==> src/rtl/uart_pkg.sv <==
`default_nettype none
// ============================================================================
//  Module      : uart_pkg
//  Description : Shared UART types and helpers: TX state encoding, data-length
//                codes and the data-length to bit-count mapping.
//  Revision    : 1.0  initial release
// ============================================================================
package uart_pkg;

    // Transmit engine states
    typedef enum logic [2:0] {
        ST_IDLE   = 3'd0,
        ST_FETCH  = 3'd1,
        ST_LOAD   = 3'd2,
        ST_START  = 3'd3,
        ST_DATA   = 3'd4,
        ST_PARITY = 3'd5,
        ST_STOP   = 3'd6
    } tx_state_e;

    // Line-control data_len field encodings
    localparam logic [1:0] DLEN_5 = 2'b00;
    localparam logic [1:0] DLEN_6 = 2'b01;
    localparam logic [1:0] DLEN_7 = 2'b10;
    localparam logic [1:0] DLEN_8 = 2'b11;

    // Number of data bits carried by a frame for a given data_len code
    function automatic logic [3:0] data_bits(input logic [1:0] len);
        logic [3:0] n;
        case (len)
            DLEN_5:  n = 4'd5;
            DLEN_6:  n = 4'd6;
            DLEN_7:  n = 4'd7;
            DLEN_8:  n = 4'd8;
            default: n = 4'd8;
        endcase
        return n;
    endfunction

endpackage
`default_nettype wire

==> src/rtl/uart_baud_cnt.sv <==
`default_nettype none
// ============================================================================
//  Module      : uart_baud_cnt
//  Description : 16-bit reloadable down-counter that times one bit period.
//                'tick' marks the terminal count (last cycle of the bit);
//                'pre_tick' says the terminal count is reached next cycle,
//                which lets users register decodes of the bit end.
//  Revision    : 1.0  initial release
// ============================================================================
module uart_baud_cnt (
    input  logic        clk,
    input  logic        rst_,
    input  logic        load,
    input  logic [15:0] baud_div,
    output logic        tick,
    output logic        pre_tick
);

    logic [15:0] cnt_q;
    logic [15:0] cnt_d;

    // Reload on request, otherwise count down and park at zero
    always_comb begin
        cnt_d = cnt_q;
        if (load) begin
            cnt_d = baud_div;
        end else if (cnt_q != 16'd0) begin
            cnt_d = cnt_q - 16'd1;
        end
    end

    // Counter register
    always_ff @(posedge clk or negedge rst_) begin
        if (!rst_) begin
            cnt_q <= 16'd0;
        end else begin
            cnt_q <= cnt_d;
        end
    end

    assign tick     = (cnt_q == 16'd0);
    assign pre_tick = (cnt_d == 16'd0);

endmodule
`default_nettype wire

==> src/rtl/uart_tx_engine.sv <==
`default_nettype none
// ============================================================================
//  Module      : uart_tx_engine
//  Description : UART transmit serializer. Pops bytes from the TX FIFO and
//                emits start / 5-8 data (LSB first) / optional parity /
//                1-2 stop bits on txd. All outputs are registered; each is
//                computed from the next-state values so it lines up with
//                the state it belongs to.
//  Revision    : 1.0  initial release
// ============================================================================
module uart_tx_engine
    import uart_pkg::*;
(
    input  logic        clk,
    input  logic        rst_,
    input  logic        tx_en,
    input  logic [15:0] baud_div,
    input  logic [1:0]  data_len,
    input  logic        stop2,
    input  logic        par_en,
    input  logic        par_even,
    input  logic        fifo_rempty,
    input  logic [7:0]  fifo_data,
    output logic        fifo_rinc,
    output logic        txd,
    output logic        tx_busy,
    output logic        tx_done
);

    tx_state_e   state_q, state_d;
    logic [7:0]  shreg_q, shreg_d;
    logic [2:0]  bitcnt_q, bitcnt_d;
    logic [3:0]  nbits_q, nbits_d;
    logic        stop2_q, stop2_d;
    logic        par_en_q, par_en_d;
    logic        par_q, par_d;
    logic        txd_q, txd_d;
    logic        rinc_q, rinc_d;
    logic        busy_q, busy_d;
    logic        done_q, done_d;

    logic        baud_load;
    logic        baud_tick;
    logic        baud_pre_tick;
    logic [7:0]  data_mask;

    // Keeps only the data bits that belong to the configured length
    assign data_mask = 8'hFF >> (4'd8 - data_bits(data_len));

    uart_baud_cnt u_baud_cnt (
        .clk      (clk),
        .rst_     (rst_),
        .load     (baud_load),
        .baud_div (baud_div),
        .tick     (baud_tick),
        .pre_tick (baud_pre_tick)
    );

    // Next-state, frame datapath and registered-output decode
    always_comb begin
        state_d   = state_q;
        shreg_d   = shreg_q;
        bitcnt_d  = bitcnt_q;
        nbits_d   = nbits_q;
        stop2_d   = stop2_q;
        par_en_d  = par_en_q;
        par_d     = par_q;
        baud_load = 1'b0;

        case (state_q)
            ST_IDLE: begin
                if (tx_en && !fifo_rempty) begin
                    state_d = ST_FETCH;
                end
            end
            ST_FETCH: begin
                state_d = ST_LOAD;
            end
            ST_LOAD: begin
                // Freeze byte and format so later register writes cannot
                // disturb the frame in flight
                shreg_d   = fifo_data;
                nbits_d   = data_bits(data_len);
                stop2_d   = stop2;
                par_en_d  = par_en;
                par_d     = (^(fifo_data & data_mask)) ^ ~par_even;
                bitcnt_d  = 3'd0;
                baud_load = 1'b1;
                state_d   = ST_START;
            end
            ST_START: begin
                if (baud_tick) begin
                    baud_load = 1'b1;
                    state_d   = ST_DATA;
                end
            end
            ST_DATA: begin
                if (baud_tick) begin
                    baud_load = 1'b1;
                    shreg_d   = shreg_q >> 1;
                    if ({1'b0, bitcnt_q} == (nbits_q - 4'd1)) begin
                        bitcnt_d = 3'd0;
                        state_d  = par_en_q ? ST_PARITY : ST_STOP;
                    end else begin
                        bitcnt_d = bitcnt_q + 3'd1;
                    end
                end
            end
            ST_PARITY: begin
                if (baud_tick) begin
                    baud_load = 1'b1;
                    bitcnt_d  = 3'd0;
                    state_d   = ST_STOP;
                end
            end
            ST_STOP: begin
                if (baud_tick) begin
                    baud_load = 1'b1;
                    if (bitcnt_q == {2'b00, stop2_q}) begin
                        bitcnt_d = 3'd0;
                        state_d  = (tx_en && !fifo_rempty) ? ST_FETCH : ST_IDLE;
                    end else begin
                        bitcnt_d = bitcnt_q + 3'd1;
                    end
                end
            end
            default: begin
                state_d = ST_IDLE;
            end
        endcase

        case (state_d)
            ST_START:  txd_d = 1'b0;
            ST_DATA:   txd_d = shreg_d[0];
            ST_PARITY: txd_d = par_d;
            default:   txd_d = 1'b1;
        endcase

        rinc_d = (state_d == ST_FETCH);
        busy_d = (state_d != ST_IDLE);
        // Last cycle of the final stop bit is next cycle's terminal count
        done_d = (state_d == ST_STOP) && (bitcnt_d == {2'b00, stop2_q}) && baud_pre_tick;
    end

    // State, frame and output registers
    always_ff @(posedge clk or negedge rst_) begin
        if (!rst_) begin
            state_q  <= ST_IDLE;
            shreg_q  <= 8'd0;
            bitcnt_q <= 3'd0;
            nbits_q  <= 4'd8;
            stop2_q  <= 1'b0;
            par_en_q <= 1'b0;
            par_q    <= 1'b0;
            txd_q    <= 1'b1;
            rinc_q   <= 1'b0;
            busy_q   <= 1'b0;
            done_q   <= 1'b0;
        end else begin
            state_q  <= state_d;
            shreg_q  <= shreg_d;
            bitcnt_q <= bitcnt_d;
            nbits_q  <= nbits_d;
            stop2_q  <= stop2_d;
            par_en_q <= par_en_d;
            par_q    <= par_d;
            txd_q    <= txd_d;
            rinc_q   <= rinc_d;
            busy_q   <= busy_d;
            done_q   <= done_d;
        end
    end

    assign txd       = txd_q;
    assign fifo_rinc = rinc_q;
    assign tx_busy   = busy_q;
    assign tx_done   = done_q;

endmodule
`default_nettype wire
==> config.mk <==
export PLATFORM = sky130hd
export DESIGN_NAME = uart_tx_engine
export DESIGN_NICKNAME = d
export VERILOG_FILES = /design/src/rtl/uart_pkg.sv /design/src/rtl/uart_baud_cnt.sv /design/src/rtl/uart_tx_engine.sv
export SDC_FILE = /design/constraint.sdc
export NUM_CORES = 1
export LEC_CHECK = 0
export ABC_AREA = 1
export BUFFER_PORTS_ARGS = -buffer_cell sky130_fd_sc_hd__buf_2
export CAP_MARGIN = 20
export CORE_UTILIZATION = 50
export CTS_CLUSTER_DIAMETER = 200
export DETAILED_ROUTE_END_ITERATION = 8
export PLACE_DENSITY_LB_ADDON = 0.25
export SLEW_MARGIN = 0
export SYNTH_ARGS = -nofsm -noshare
export SYNTH_HDL_FRONTEND = slang
export SYNTH_SLANG_ARGS = --single-unit
==> constraint.sdc <==
create_clock -name clk -period 2.8 [get_ports clk]
set_input_delay 0.42 -clock clk [delete_from_list [all_inputs] [get_ports clk]]
set_output_delay 0.42 -clock clk [all_outputs]
set_load 0.02 [all_outputs]
# After elaboration in Yosys (flattened, before gate mapping)
# Index checks and enable logic that the tools add are counted.
# classes
add_sub_neg	4
eq_ne	18
shift	1
muxes	25
n_bitwise	3
reduce_logical	14
# ops
cell	n
3-bit 2-to-1 mux	12
16-bit zero test	2
16-bit 2-to-1 mux	2
3-bit case mux with 7 select lines	1
3-bit equality test (second input constant)	6
4-bit case mux with 4 select lines	1
8-bit case mux with 2 select lines	1
16-bit nonzero test	1
16-bit by 1-bit subtractor with 16-bit output (second input constant)	1
3-bit case mux with 4 select lines	1
3-bit by 2-bit equality test with 1-bit output (second input constant)	3
8-bit AND	1
8-bit 2-to-1 mux	1
8-bit XOR reduction	1
8-bit by 4-bit right shift with 8-bit output (first input constant)	1
3-bit by 1-bit equality test with 1-bit output	2
3-bit by 1-bit equality test with 1-bit output (second input constant)	2
2-bit equality test (second input constant)	2
3-bit by 4-bit equality test with 1-bit output	1
4-bit OR reduction	1
4-bit by 1-bit subtractor with 4-bit output (second input constant)	1
4-bit subtractor (first input constant)	1
3-bit by 1-bit adder with 3-bit output (second input constant)	1
1-bit logical AND	3
other kinds (14)	16
# totals
register_bits	41
inputBits	33
output_inout_bits	4
word_cells	78

# Longest topological paths before layout
# Gate-level depths: netlist of the first run.
# depth
word_depth	9
ltp_mapped	17
mapped_depth_nobuf	17

# Cells and area by module
# From an unflattened synthesis of the first run, not the netlist that was laid out.
# hier_totals
cells_unflattened	474
area_unflattened_um2	3062.9
# modules_own_cells
module	n_inst	cells_per_inst	area_each_um2	seq_area_each_um2
uart_tx_engine	1	268	1815.5	628.1
uart_baud_cnt	1	206	1247.4	400.4

# Worst setup path before layout of the first run
# Ideal clock, no wire load.
# synth_timing
kind	reg2reg
from	register u_baud_cnt.cnt_q[0]
to	register done_q (netlist: tx_done)
setup_ns	0.072
arrival_ns	1.780
required_time_ns	2.728
path_slack_ns	0.948
path_stages_with_launch	14
n_path_buf	0
synth_period_minus_slack_ns	1.852
cell_sequence	dfrtp_1 inv_1 ha_1 nand2_4 nor2_8 nand3_2 nand2_2 inv_2 or2_0 nand2_1 nand2_1 nor3_2 nand4_1 nor2_1
# synth_between
elab_chain_cells	6
word_cells_on_any_way	21
classes_between	add/sub: 1; eq/ne: 2; mux: 13; reduce/logical: 5
# synth_rtl
element	line	rtl
start, declared	uart_baud_cnt.sv:19	logic [15:0] cnt_q;
start signal, assigned	uart_baud_cnt.sv:37	cnt_q <= cnt_d;
branches (longest 5 deep; another with 16-bit by 1-bit subtractor with 16-bit output)	-	
1-bit logical AND *	uart_tx_engine.sv:142	done_d = (state_d == ST_STOP) && (bitcnt_d == {2'b00, stop2_q}) && baud_pre_tick;
named net done_d	uart_tx_engine.sv:40	logic done_q, done_d;
end signal, assigned	uart_tx_engine.sv:170	done_q <= done_d;
end, declared	uart_tx_engine.sv:40	
# Mark *: on every way through the listed nets, which the timed path passes.
# A chain may end at the register's enable or synchronous reset.

# Worst setup path in the final report of the first run
# Ends and elaborated chain as after synthesis.

==> results of run 1 <==
-- layer usage --
metal / vias to the layer above / GRT usage (%) / part of all wire (%)
li1: 1372 / - / -
met1: 1200 / 27.21 / 42
met2: 56 / 42.92 / 51
met3: 15 / 3.529 / 3.8
met4: 0 / 10.94 / 2.9
met5: - / 0 / 0
-- logic make-up (layout without fill, tap and decap cells) --
group,after synthesis,count (layout),share of synthesized area (%)
DFF,41,41,35.86
adders and majority gates,8,8,3.491
buffers and inverters,77,117,10.69
AOI/OAI and AO/OA,40,40,8.464
xor gates and xnor gates,18,18,5.498
and+or+nand+nor,232,232,35.99
-- power breakdown --
part	internal [mW]	total (mW)	switching [mW]	leakage [nW]
combinational	0.495	1.42	0.923	1.19
clock	0.200	0.411	0.212	0.0512
sequential	0.841	1.02	0.181	0.490
-- final timing paths --
path,to,slack (ns),depth (start not counted)
max in group asynchronous,stop2_q,1.97,1
hold / removal,u_baud_cnt.cnt_q[0],0.25,1
hold reg to reg,nbits_q[3],0.49,2
min in group clk,par_en_q,0.31,3
setup / recovery,tx_done,0.47,13
setup reg to reg,tx_done,0.47,13
-- registers in the layout, summed over array words and instances, names as in the netlist --
signal            count
tx_done               1
nbits_q               4
fifo_rinc             1
stop2_q               1
par_q                 1
tx_busy               1
txd                   1
state_q               3
bitcnt_q              3
u_baud_cnt.cnt_q     16
shreg_q               8
par_en_q              1
-- final cells by class --
cell class              instances  area [um2]  area share (%)
repair buffers                 38       195.2           6.082
clock inverters                 2       13.76          0.4288
clock buffers                   6       82.58           2.573
multi-input cells             298        1533           47.76
well taps                      72       90.09           2.807
flip-flops and latches         41        1028           32.05
inverters                      71       266.5           8.304
-- layout by cell type (no fill, tap or decap), drive strengths merged, types with 3 or more instances in the layout --
cell	netlist	routed
nand2	132	132
inv	68	68
nor2	49	49
dfrtp	39	39
buf	4	38
nand3	33	33
o21ai	26	26
xnor2	9	9
xor2	9	9
ha	8	8
nand4	7	7
clkbuf	2	6
o221ai	5	5
clkinv	3	5
or2	5	5
a21oi	4	4
nor3	3	3
-- through the flow --
step | hold WS, ns | utilization (%) | worst slack, ns | power (mW)
after floorplan | 0.1244 | - | 0.9481 | 2.116
after global placement | 0.4789 | 56.53 | 0.5987 | 2.414
after detailed placement | 0.4865 | 56.53 | 0.5133 | 2.442
after CTS | 0.2918 | 58.28 | 0.4792 | 2.864
after global routing | 0.3150 | 58.28 | 0.2803 | 3.125
final | 0.2463 | 58.28 | 0.4675 | 2.852
==> results_dict.tcl, run 1 <==
set metrics [dict create \
    status "completed" \
    htree_levels 2 \
    skew_ns 0.01121 \
    die_y_um 77.74 \
    via_per_inst 5.006 \
    synth_edf_count 0 \
    die_x_um 77.74 \
    syn-num-nets 457 \
    cp_top_family "simple AND/OR/NAND/NOR gates" \
    worstSetupEndpointType "flop" \
    cts_sinks 41 \
    avgSynthCellArea_um2 6.894 \
    synth-seq-cells 41 \
    wire_per_inst_um 12.21 \
    crit_start "u_baud_cnt.cnt_q[0]" \
    cts_max_path_buffers 2 \
    placed_cells 520 \
    critPathBufInv 2 \
    critical_path_class "reg2reg" \
    hold_viol 0 \
    root_buffer "clkbuf_8" \
    row_count 27 \
    setup_tns_ns 0 \
    clkLatencyLatePin_ns 0.30 \
    startpoint_type "flop" \
    relSlewSlack_pct 38.90 \
    place_area_um2 3113 \
    grt_max_degree 42 \
    ctsHoldBuffers 0 \
    detailed_place_hpwl_um 5153 \
    numPortBuffers 36 \
    stdcell_count 528 \
    cpMaxStageDelayCell "dfrtp_1" \
    crit_chain "inv_1, ha_1, nand2_4, nor2_8, nand3_2, nand2_2, inv_2, or2_0, nand2_1, nand2_1, nor3_2, nand4_1, nor2_1" \
    synth_ff_type "dfrtp_1" \
    grt_pass1_wl_um 11060 \
    syn_area_um2 2868 \
    fill_cells 555 \
    grt_pass1_vias 2546 \
    fin_crit_ns 2.333 \
    cts_tree "built" \
    grt_overflow 0 \
    timing.final.max_slew_violations 0 \
    die_area_um2 6043 \
    drive_above_1_share_pct 15.57 \
    n_antenna_cell 0 \
    synth.top_cells.by_count "nand2_1, inv_1, nor2_1, dfrtp_1, nand3_1" \
    crit_path_frequent_cell "nand2_1" \
    synth_top_area_share_pct 34.03 \
    required_ns 3.04 \
    crit_path_max_incr_delay_ns 0.39 \
    synth_cell_types 37 \
    dr.pass1.iters 4 \
    finalInstanceArea_um2 3209 \
    setup_viol 0 \
    place.gp.congestion 0.9615 \
    drv_cap 0 \
    yosysMostFrequentCell "nand2_1" \
    postCtsResizedCells 0 \
    vias 2643 \
    synthToLayoutAreaGrowth_pct 11.91 \
    fin_nets 496 \
    min_period_over_period_pct 83.31 \
    rsz0062_at_grt "false" \
    io_pins 37 \
    netlist.top_cell.by_area "dfrtp_1" \
    ys_async_sr_fraction_pct 100.0 \
    yosysWarnings 0 \
    routed_wl_um 6448 \
    path_clk_slew_ns 0.09 \
    ant_nets 0 \
    antenna_found_initial 0 \
    tightest_slew_ns 0.9164 \
    drc 0 \
    synth_cells 416 \
    peakVddDrop_v 0.0004687 \
    grt_util_all_layers_pct 23.67 \
    p_leak_nw 1.726 \
    core_area_um2 5507 \
    hold_path.class "in2async" \
    cp_max_fo 13 \
    synth_top_cells_by_area "dfrtp_1, nand2_1, inv_1" \
    ys_seq_area_share_pct 35.86 \
    worstPathArrival_ns 2.57 \
    drt_iter0_drc 122 \
    r2r_start "u_baud_cnt.cnt_q[0]" \
    cts_post_setup_buffers_inserted 0 \
    max_freq_ghz 0.4287 \
    power-per-cell-area_nw_per_um2 888.6 \
    cts_buffers 5 \
    initial_core_util_pct 52.08 \
]
No activity file was read; power rests on OpenSTA's default activity.
==> run 2: changes to the inputs <==
- clock period: 2.8 -> 2.36 ns (I/O delays scaled with it)
==> run 2 against run 1 <==
Effect of this change: clock skew shrank 0.0076 ns; global-route usage increased by 0.84 points; sequential share of layout area fell by 0.52 points; clock power up 23%; non-clock buffer count is 5 higher; via count grew 2.5%; critical path depth shrank 1; register-to-register slack got worse by 0.26 ns; wire length rose by 4.2%; critical endpoint unchanged; largest cell class unchanged.
==> results_dict.tcl, run 2 (same netlist as run 1, synthesis figures left out) <==
set metrics [dict create \
    top_register "u_baud_cnt.cnt_q" \
    relSlewSlack_pct 72.06 \
    drv_cap 0 \
    grt_pass1_wl_um 11590 \
    place_ws_ns 0.1790 \
    io_pins 37 \
    die_x_um 77.74 \
    top_layer_used "met4" \
    row_count 27 \
    r2r_setup_slack_ns 0.21 \
    grt_overflow 0 \
    skew_ns 0.003562 \
    largest_reg_flops 16 \
    critical_path_class "reg2reg" \
    die_area_um2 6043 \
    setup_tns_ns 0 \
    cts_tree "built" \
    synthToLayoutAreaGrowth_pct 13.74 \
    wl_met2_um 3535 \
    worstSetupEndpointType "flop" \
    hold_depth 3 \
    timing.final.max_slew_violations 0 \
    r2r_start "nbits_q[0]" \
    final_common_cell "nand2_1" \
    cp_max_fo 5 \
    setup_viol 0 \
    path_clk_slew_ns 0.08 \
    cts_max_path_buffers 2 \
    htree_levels 2 \
    detailed_place_hpwl_um 5366 \
    required_ns 2.55 \
    via_per_inst 5.083 \
    wl_met1_um 2870 \
    numPortBuffers 36 \
    status "completed" \
    cts_sinks 41 \
    min_period_over_period_pct 91.26 \
    startpoint_type "flop" \
    place.gp.congestion 0.9542 \
    grt_util_all_layers_pct 24.51 \
    cts_buffers 5 \
    drt_iter0_drc 120 \
    die_y_um 77.74 \
    r2r_cells 12 \
    reg_top3 "u_baud_cnt.cnt_q x16, shreg_q x8, nbits_q x4" \
    fin_nets 501 \
    fin_crit_ns 2.154 \
    power-per-cell-area_nw_per_um2 1056 \
    root_buffer "clkbuf_8" \
    hold_viol 0 \
    routed_wl_um 6721 \
    holdPathEnd "par_en_q" \
    tightest_slew_ns 0.4153 \
    dr.pass1.iters 4 \
    grt_max_degree 19 \
    drc 0 \
    wl_met3_um 183 \
    core_area_um2 5507 \
    peakVddDrop_v 0.0004950 \
    wire_per_inst_um 12.61 \
    p_leak_nw 1.766 \
    hold_path.class "in2reg" \
    ant_nets 0 \
    timing.rr.end "tx_done" \
    grt_pass1_vias 2673 \
    fin_ws_ns 0.2062 \
    final_cell_mix "nand2_1, inv_1, nor2_1, dfrtp_1, buf_2" \
    clkLatencyLatePin_ns 0.29 \
    n_antenna_cell 0 \
    max_freq_ghz 0.4643 \
    vias 2709 \
    antenna_found_initial 0 \
    initial_core_util_pct 52.08 \
    worstPathArrival_ns 2.34 \
    rsz0062_at_grt "false" \
    hp-start "par_en" \
    drive_above_1_share_pct 16.70 \
]
==> run 2: through the flow <==
step | area [um2] | instances | utilization, % | hold WS (ns) | power (mW)
6_report | 3262 | 533 | 59.24 | 0.2502 | 3.444
5_1_grt | 3262 | 533 | 59.24 | 0.2512 | 3.788
4_1_cts | 3254 | 533 | 59.10 | 0.2422 | 3.449
3_5_place_dp | 3143 | 524 | 57.08 | 0.2370 | 2.922
3_3_place_gp | 3143 | 524 | 57.08 | 0.2286 | 2.886
2_1_floorplan | 2868 | 416 | - | 0.05841 | 2.511
==> run 2: area by class of cell <==
cell class | count | area (um2)
sequential | 41 | 1028
clock inverter | 1 | 5.005
tap | 72 | 90.09
multi-input combinational | 298 | 1540
timing repair buffer | 43 | 235.2
inverter | 71 | 266.5
fill | 536 | 2245
clock buffer | 7 | 96.34
==> run 2: report_power, final <==
part / switching [mW] / internal [mW] / total, mW / leakage (nW)
combinational: 1.11 / 0.615 / 1.72 / 1.22
sequential: 0.215 / 0.999 / 1.21 / 0.490
clock: 0.242 / 0.264 / 0.507 / 0.0542
total: 1.57 / 1.88 / 3.44 / 1.77
==> run 2: timing repair <==
action                                 in CTS  in global routing
buffers inserted                            0                  0
resized for setup                           0                  3
setup endpoints to repair                   0                  1
endpoints found under the hold margin       8                  0
hold buffers                                1                  0
==> run 2: worst max-delay path: stages (launching register included) <==
cell,delay [ns]
dfrtp_1,0.38
inv_1,0.08
ha_1,0.30
xnor2_1,0.13
nor2_1,0.12
nand3_1,0.19
nand2_1,0.13
nand2_1,0.06
a21oi_1,0.15
o21ai_1,0.11
or2_1,0.26
nand3_1,0.08
nor2_1,0.05
==> run 2: worst max path at each step <==
stage	startpoint	to	slack [ns]	cells after the start
after floorplan	u_baud_cnt.cnt_q[0]	tx_done	0.51	13
after global placement	u_baud_cnt.cnt_q[0]	tx_done	0.25	13
after detailed placement	u_baud_cnt.cnt_q[0]	tx_done	0.18	15
after CTS	u_baud_cnt.cnt_q[0]	tx_done	0.16	15
after global routing	u_baud_cnt.cnt_q[0]	tx_done	0.03	15
final	nbits_q[0]	tx_done	0.21	12
==> run 2: metal layers <==
layer | global-route usage [%] | up-vias
li1 | - | 1379
met2 | 45.40 | 49
met4 | 8.113 | 0
met3 | 4.118 | 13
met1 | 28.36 | 1268
met5 | 0 | -
==> run 3: changes to the inputs <==
- SYNTH_HIERARCHICAL: unset -> 1
==> run 3 against run 2 <==
Effect of this change: the run now ends with negative setup slack left; clock skew is essentially flat; critical path depth up 8; non-clock buffer count rose by 52; via count grew 19%; first-iteration DRC count rose by 38%; sequential power about the same; critical path type unchanged; largest cell class unchanged.
==> results_dict.tcl, run 3 <==
set metrics [dict create \
    grt_busiest_layer "met2" \
    synth_edf_count 0 \
    netlist.top_cell.by_area "dfrtp_1" \
    wire_per_inst_um 11.93 \
    switching_share_pct 43.88 \
    synth.top_cells.by_count "nand2_1, inv_1, nor2_1, dfrtp_1, nand3_1" \
    dr.pass1.iters 7 \
    critPathBufInv 4 \
    clkLatencyLatePin_ns 0.30 \
    grt_use_met3_pct 4.091 \
    seq_area_um2 1028 \
    fin_nets 615 \
    via_per_inst 4.975 \
    place.gp.congestion 0.9001 \
    core_area_um2 5921 \
    stdcell_count 649 \
    peakVddDrop_v 0.0005574 \
    cts_max_path_buffers 2 \
    drc 0 \
    setup_tns_ns -0.1513 \
    tightest_slew_ns 0.4507 \
    synth_cell_types 34 \
    die_x_um 80.27 \
    required_ns 2.59 \
    p_leak_nw 2.260 \
    final_common_cell "nand2_1" \
    critical_path_class "reg2reg" \
    seq_power_share_pct 26.6 \
    min_period_over_period_pct 106.4 \
    io_pins 37 \
    row_count 28 \
    switchingPower_mw 1.995 \
    multi_input_area_um2 1774 \
    placed_cells 633 \
    yosysMostFrequentCell "nand2_1" \
    hold_viol 0 \
    grt_overflow 0 \
    avgSynthCellArea_um2 6.462 \
    timing.final.max_slew_violations 0 \
    ant_nets 0 \
    max_freq_ghz 0.3982 \
    setup_viol 1 \
    status "finished, violations left" \
    final_cell_mix "nand2_1, inv_1, buf_4, nor2_1, dfrtp_1" \
    grt_max_degree 24 \
    ys_seq_area_share_pct 33.58 \
    synth_ff_type "dfrtp_1" \
    yosysWarnings 6 \
    syn_area_um2 3063 \
    violations "negative setup slack" \
    power-per-cell-area_nw_per_um2 1141 \
    finalPower_mw 4.546 \
    cp_top_family "simple AND/OR/NAND/NOR gates" \
    die_y_um 80.27 \
    antenna_found_initial 0 \
    cts_tree "built" \
    p_int_mw 2.552 \
    n_antenna_cell 0 \
    synth_top_cells_by_area "dfrtp_1, nand2_1, inv_1" \
    synth_cells 474 \
    grt_pass1_wl_um 13000 \
    drt_iter0_drc 165 \
    worstPathArrival_ns 2.74 \
    detailed_place_hpwl_um 5869 \
    vias 3229 \
    grt_pass1_vias 2980 \
    worstSetupEndpointType "flop" \
    p_comb_share_pct 60.5 \
    crit_path_max_incr_delay_ns 0.39 \
    fin_crit_ns 2.511 \
    skew_ns 0.004012 \
    hold_path.class "in2reg" \
    grt_util_met1_pct 35.06 \
    ys_async_sr_fraction_pct 100.0 \
    htree_levels 2 \
    fin_ws_ns -0.1513 \
    crit_chain "nor2_1, nand2_2, nor2_4, nand2_2, inv_2, inv_6, o21ai_4, inv_6, or2_4, nand2_2, nand3_1, nor2_2, nand2_1, nor2_1, inv_1, nor2_2, nand2_1, nor2_2, nand2_1, nor2_1" \
    drv_cap 0 \
    grt_util_all_layers_pct 26.18 \
    synthToLayoutAreaGrowth_pct 30.07 \
    synth_top_area_share_pct 31.86 \
    syn-num-nets 516 \
    routed_wl_um 7741 \
    clkPwrFrac_pct 12.9 \
    fill_cells 520 \
    largest_reg_flops 16 \
    reg_top3 "u_baud_cnt/cnt_q x16, shreg_q x8, nbits_q x4" \
    cts_sinks 41 \
    relSlewSlack_pct 69.95 \
    drive_above_1_share_pct 30.84 \
    cp_max_fo 11 \
    root_buffer "clkbuf_8" \
    use_met2_pct 42.99 \
    rsz0062_at_grt "true" \
    top_register "u_baud_cnt/cnt_q" \
    initial_core_util_pct 51.73 \
    synth-seq-cells 41 \
    cts_buffers 5 \
    path_clk_slew_ns 0.09 \
    startpoint_type "flop" \
    die_area_um2 6442 \
    cpMaxStageDelayCell "dfrtp_1" \
    numPortBuffers 36 \
]
[run 3: kinds of logic after synthesis]
kind of cell | synth area share (%)
AO/OA/AOI/OAI | 5.637
flip-flops | 33.58
adder cells (fa/ha/maj) | 3.677
buffers and inverters | 11.44
XOR/XNOR | 0.8580
AND/OR/NAND/NOR | 44.81
[run 3: repair_timing]
item                                   4_1_cts  5_1_grt
endpoints found under the hold margin       16        0
setup endpoints to repair                    1        1
hold buffers                                 1        0
setup buffers                                5        1
cloned                                       1        0
pin swaps                                    6        6
gates resized for setup                     11       10
[run 3: worst min-delay path, cell delays in order]
cell	delay [ns]
buf_2	0.07
nand2_1	0.04
nand2_1	0.05
[run 3: final cells by class]
cell class,count,area share [%]
Timing Repair Buffer,95,15.89
Clock inverter,3,1.162
Sequential cell,41,25.82
Multi-Input combinational cell,345,44.54
Clock buffer,5,1.727
Timing Repair inverter,1,0.1570
Tap cell,75,2.356
Inverter,84,8.354
[run 3: metrics by stage]
step                utilization, %  worst slack, ns  hold WS [ns]  cell area [um2]
finish                       67.29          -0.1513        0.2519             3984
global route                 67.29          -0.3768        0.2594             3984
CTS                          66.63          -0.1513        0.2443             3945
detailed placement           63.27          -0.2873        0.3181             3746
global placement             63.27          -0.2302        0.3193             3746
floorplan                        -          -0.1356       0.05841             3119
[run 3: power by group through the flow]
stage          clock, mW  sequential (mW)  combinational [mW]
6_report           0.585             1.21                2.75
3_3_place_gp           0             1.19                2.52
5_1_grt            0.628             1.24                3.08
2_1_floorplan          0             1.23                1.62
3_5_place_dp           0             1.20                2.59
4_1_cts            0.607             1.20                2.68
[run 3: per-layer routing]
metal / vias up / part of all wire (%)
met1: 1482 / 48
met2: 93 / 46
met3: 8 / 4.5
met5: - / 0
met4: 0 / 1.3
li1: 1646 / -
[run 3: final timing paths]
kind                                      start                   end  slack [ns]  cells after the start
max                        u_baud_cnt/cnt_q[13]               tx_done       -0.15                     20
min                                      par_en              par_en_q        0.25                      3
max reg2reg                u_baud_cnt/cnt_q[13]               tx_done       -0.15                     20
min reg2reg                          nbits_q[3]            nbits_q[3]        0.49                      2
max in group asynchronous                  rst_   u_baud_cnt/cnt_q[3]        1.16                      3
min in group asynchronous                  rst_  u_baud_cnt/cnt_q[11]        0.52                      2
